### src/rtl/uart_rx_frame_sampler.sv
// Purpose: UART receive front end; synchronises rx_serial, finds the start bit, samples mid-bit, assembles LSB-first words.
// Latency: rx_s lags rx_serial by 2 clk; every strobe/valid/error pulse is registered and appears 1 clk after its sampling baud_tick edge.
// Backpressure: none; data_valid is a single-cycle pulse and data_out simply holds the last good word until the next one.
module uart_rx_frame_sampler #(
    parameter int OVERSAMPLE = 16,
    parameter int DATA_BITS  = 8
) (
    input  logic                 clk,
    input  logic                 rst,
    input  logic                 baud_tick,
    input  logic                 rx_serial,
    output logic                 bit_strobe,
    output logic [DATA_BITS-1:0] data_out,
    output logic                 data_valid,
    output logic                 framing_error,
    output logic                 busy
);
    localparam int TW = (OVERSAMPLE > 1) ? $clog2(OVERSAMPLE) : 1;
    localparam int BW = (DATA_BITS > 1) ? $clog2(DATA_BITS) : 1;

    localparam logic [TW-1:0] HALF_M1  = TW'(OVERSAMPLE / 2 - 1);
    localparam logic [TW-1:0] FULL_M1  = TW'(OVERSAMPLE - 1);
    localparam logic [BW-1:0] LAST_BIT = BW'(DATA_BITS - 1);

    localparam logic [2:0] IDLE       = 3'd0;
    localparam logic [2:0] START      = 3'd1;
    localparam logic [2:0] DATA       = 3'd2;
    localparam logic [2:0] STOP       = 3'd3;
    localparam logic [2:0] BREAK_WAIT = 3'd4;

    logic                 sync1_q, sync1_d;
    logic                 sync2_q, sync2_d;
    logic [2:0]           state_q, state_d;
    logic [TW-1:0]        tick_cnt_q, tick_cnt_d;
    logic [BW-1:0]        bit_cnt_q, bit_cnt_d;
    logic [DATA_BITS-1:0] shift_q, shift_d;
    logic [DATA_BITS-1:0] data_out_q, data_out_d;
    logic                 strobe_q, strobe_d;
    logic                 valid_q, valid_d;
    logic                 ferr_q, ferr_d;
    logic                 rx_s;

    // Every receive decision is taken on the second synchroniser stage only.
    assign rx_s = sync2_q;

    // Next-state logic: counters advance only on baud_tick; pulses default low so each lasts exactly one cycle.
    always_comb begin
        sync1_d    = rx_serial;
        sync2_d    = sync1_q;
        state_d    = state_q;
        tick_cnt_d = tick_cnt_q;
        bit_cnt_d  = bit_cnt_q;
        shift_d    = shift_q;
        data_out_d = data_out_q;
        strobe_d   = 1'b0;
        valid_d    = 1'b0;
        ferr_d     = 1'b0;
        if (baud_tick) begin
            case (state_q)
                IDLE: begin
                    if (!rx_s) begin
                        state_d    = START;
                        tick_cnt_d = '0;
                    end
                end
                START: begin
                    // Re-check the line half a bit after the falling edge to reject glitches.
                    if (tick_cnt_q == HALF_M1) begin
                        if (!rx_s) begin
                            strobe_d   = 1'b1;
                            tick_cnt_d = '0;
                            bit_cnt_d  = '0;
                            state_d    = DATA;
                        end else begin
                            state_d = IDLE;
                        end
                    end else begin
                        tick_cnt_d = tick_cnt_q + 1'b1;
                    end
                end
                DATA: begin
                    if (tick_cnt_q == FULL_M1) begin
                        // Right shift: first-arriving bit ends up in bit 0.
                        shift_d    = {rx_s, shift_q[DATA_BITS-1:1]};
                        strobe_d   = 1'b1;
                        tick_cnt_d = '0;
                        if (bit_cnt_q == LAST_BIT) begin
                            state_d = STOP;
                        end else begin
                            bit_cnt_d = bit_cnt_q + 1'b1;
                        end
                    end else begin
                        tick_cnt_d = tick_cnt_q + 1'b1;
                    end
                end
                STOP: begin
                    if (tick_cnt_q == FULL_M1) begin
                        strobe_d   = 1'b1;
                        tick_cnt_d = '0;
                        if (rx_s) begin
                            data_out_d = shift_q;
                            valid_d    = 1'b1;
                            state_d    = IDLE;
                        end else begin
                            ferr_d  = 1'b1;
                            state_d = BREAK_WAIT;
                        end
                    end else begin
                        tick_cnt_d = tick_cnt_q + 1'b1;
                    end
                end
                BREAK_WAIT: begin
                    // A held-low line must return high before a new start can be seen.
                    if (rx_s) begin
                        state_d = IDLE;
                    end
                end
                default: begin
                    state_d = IDLE;
                end
            endcase
        end
    end

    // State registers with synchronous reset; the synchroniser resets to the idle (high) line level.
    always_ff @(posedge clk) begin
        if (rst) begin
            sync1_q    <= 1'b1;
            sync2_q    <= 1'b1;
            state_q    <= IDLE;
            tick_cnt_q <= '0;
            bit_cnt_q  <= '0;
            shift_q    <= '0;
            data_out_q <= '0;
            strobe_q   <= 1'b0;
            valid_q    <= 1'b0;
            ferr_q     <= 1'b0;
        end else begin
            sync1_q    <= sync1_d;
            sync2_q    <= sync2_d;
            state_q    <= state_d;
            tick_cnt_q <= tick_cnt_d;
            bit_cnt_q  <= bit_cnt_d;
            shift_q    <= shift_d;
            data_out_q <= data_out_d;
            strobe_q   <= strobe_d;
            valid_q    <= valid_d;
            ferr_q     <= ferr_d;
        end
    end

    assign bit_strobe    = strobe_q;
    assign data_valid    = valid_q;
    assign framing_error = ferr_q;
    assign data_out      = data_out_q;
    assign busy          = (state_q != IDLE);

endmodule

### config.mk
export PLATFORM = sky130hd
export DESIGN_NAME = uart_rx_frame_sampler
export DESIGN_NICKNAME = d
export VERILOG_FILES = /design/src/rtl/uart_rx_frame_sampler.sv
export SDC_FILE = /design/constraint.sdc
export NUM_CORES = 1
export LEC_CHECK = 0
export ABC_CLOCK_PERIOD_IN_PS = 3700
export CORE_ASPECT_RATIO = 0.7
export CORE_MARGIN = 4
export CORE_UTILIZATION = 45
export DETAILED_ROUTE_END_ITERATION = 7
export GPL_ROUTABILITY_DRIVEN = 0
export PLACE_DENSITY_LB_ADDON = 0.12
export SETUP_SLACK_MARGIN = 0.2
export SYNTH_ARGS = -nofsm -noshare
export SYNTH_HDL_FRONTEND = slang
export SYNTH_SLANG_ARGS = --single-unit
### constraint.sdc
create_clock -name clk -period 3.7 [get_ports clk]
set_clock_uncertainty 0.15 [all_clocks]
set_input_delay 0.555 -clock clk [delete_from_list [all_inputs] [get_ports clk]]
set_output_delay 0.555 -clock clk [all_outputs]
set_load 0.01 [all_outputs]
==> metrics.txt <==
outcome=finished clean; H-tree depth=2; Antenna Cells=0; Port Buffer Count=15; core area=around 3100 um2; post-synthesis sequential area ratio=0.418; area leader, netlist=dfxtp_1; Final min period=approximately 2.5 ns; syn avg cell area=slightly below 10 um2; delay-heaviest family, CP=flip-flops; DRT iter0 DRCs=94; Remaining DRCs=0; Mapped Nets=roughly 160; fin nets=172; Critical Path Max Stage Delay=between 0.7 and 0.8 ns; Post-Route Utilization=0.557; Lkg Pwr=0.615 nW; Remaining Overflow, GRT=0; top cell type's share of synthesized area=0.418; Final Hold Vio Count=0; number of flops mapped to enable cells by yosys=0; Final Max Tran Viols=0; Root Driver=clkbuf_8; layout cells sized above 1=0.120; final hold slack=0.267 ns; drt total wl=between 3 and 4 mm; maxcap violations=0; RSZ-0062 raised after global routing=false; CP endpoint kind=primary output; startpoint types=register; CTS tree=built; die height=approximately 56 um; area delta synth->final=18.1%; Worst Hold Class=register to register; CP arrival=about 1.8 ns; Ports=16; peak supply drop=0.000249 V; setup violators final=0; Post-Synthesis Cells=154; Worst Path Buf+Inv=1; Placed Cells=approximately 200; distinct cell type count of the synthesized netlist=45; initial antenna violation count=0; warnings from Yosys=0; PwrDens=between 400 and 500 nW/um2; routed len/inst=approximately 15 um; vias per cell=5.62; setup TNS=0 ns; most frequent cells in the layout=31 x dfxtp_1, 20 x nor2_1, 16 x mux2i_1; Top FF cell, synth=dfxtp_1; transition time at the pin with the least slew margin=a little under 0.9 ns; CP Cell Sequence=or3_1 -> clkdlybuf4s50_1; placed wire-length estimate=~2.1 mm; DIE WIDTH=roughly 77 um; first-pass GRT wire length=slightly above 5 mm; row count=17; CTS Hold Bufs=0; Req. time, crit path=roughly 3 ns; Syn Std Cell Area=1480 um2; commonest non-fill, non-tap cell in the layout=dfxtp_1; final cell count without fillers=about 200; FF+latch count, synth=31; Synth area leaders=dfxtp_1 42%, mux2i_1 11%, nor2_1 5.1%; Fillers=approximately 290; Setup CP Type=register to primary output; post-route ant nets=0; Rel. slew slack=0.409; final worst-path cycle share=0.669; pin count of the biggest net entering global routing=24; Initial Util=0.471; clk sinks=31; worst skew pair latency=approximately 0.28 ns; detailed-route via count=1146; Worst-path clk slew=roughly 0.070 ns; FMAX=slightly above 400 MHz; Crit-path slowest cell=dfxtp_1; Gates resized, CTS repair=0; die area=roughly 4300 um2; Max Fanout on Critical Path=20; FFs w/ async S/R, synth=0; vias in the first global route=1034; DRT Pass-1 Iters=4; clk buf depth=2; post-CTS setup buffers=0; gr usage total=0.155; Final Power=between 0.0007 and 0.0008 W; total CTS buffers=5
worst reg2reg max path: cells and delay by family (launching register included):
family	cells	cell delay, ns
simple gates	3	0.96
mux	1	0.30
flops	1	0.76
metal layers:
layer  wire (um)  GRT usage  up-vias
li1            -          -      575
met1        1530      0.210      531
met2        1350      0.220       33
met3         175     0.0518        7
met4          48     0.0698        0
met5           0          0        -
synthesized netlist by cell type (2+ instances only):
master,count
dfxtp_1,31
nor2_1,20
mux2i_1,16
o21ai_0,8
clkbuf_1,7
a21oi_1,6
nand2b_1,6
nor2b_1,4
buf_2,3
ha_1,3
nand2_1,3
nor3_1,3
nor4_1,3
inv_1,2
mux2_2,2
nand3_1,2
nor3b_1,2
o32ai_1,2
o41ai_1,2
or2_2,2
or3_1,2
xor2_1,2
registers in the layout, summed over array words and instances, names as in the netlist:
register	count
data_out	8
tick_cnt_q	4
framing_error	1
bit_cnt_q	3
shift_q	8
rx_s	1
data_valid	1
bit_strobe	1
sync1_q	1
state_q	3
metrics by stage:
stage          instance area, um2  worst slack, ns
2_1_floorplan                1480             1.91
3_3_place_gp                 1640             1.25
3_5_place_dp                 1640             1.24
4_1_cts                      1750             1.21
5_1_grt                      1750             1.12
6_report                     1750             1.22
worst paths after layout:
check             start          end  slack [ns]  depth (start not counted)
min reg2reg     sync1_q         rx_s        0.27                          1
min             sync1_q         rx_s        0.27                          1
max          state_q[1]         busy        1.22                          2
max reg2reg  state_q[1]  data_out[5]        1.43                          4
logic make-up (layout without fill, tap and decap cells):
kind of cell	after synthesis	after routing	synth area share
simple gates	57	57	0.230
flops	31	31	0.418
compound gates	29	29	0.150
mux	18	18	0.123
buf+inv	14	26	0.0413
fa+ha+maj	3	3	0.0253
xor+xnor	2	2	0.0118
layout make-up:
cell class	count	area [um2]	share of cell area
multi-input combinational	109	802	0.458
sequential	31	621	0.354
clock inverter	2	35.0	0.0200
inverter	2	7.51	0.00428
clock buffer	6	82.6	0.0471
timing repair buffer	16	158	0.0899
tap	38	47.5	0.0271
power by group:
group          switching, W  total (W)  internal (W)
clock              0.000127   0.000345      0.000218
sequential       0.00000379   0.000339      0.000336
combinational     0.0000161  0.0000276     0.0000115
No activity file was read; power rests on OpenSTA's default activity.
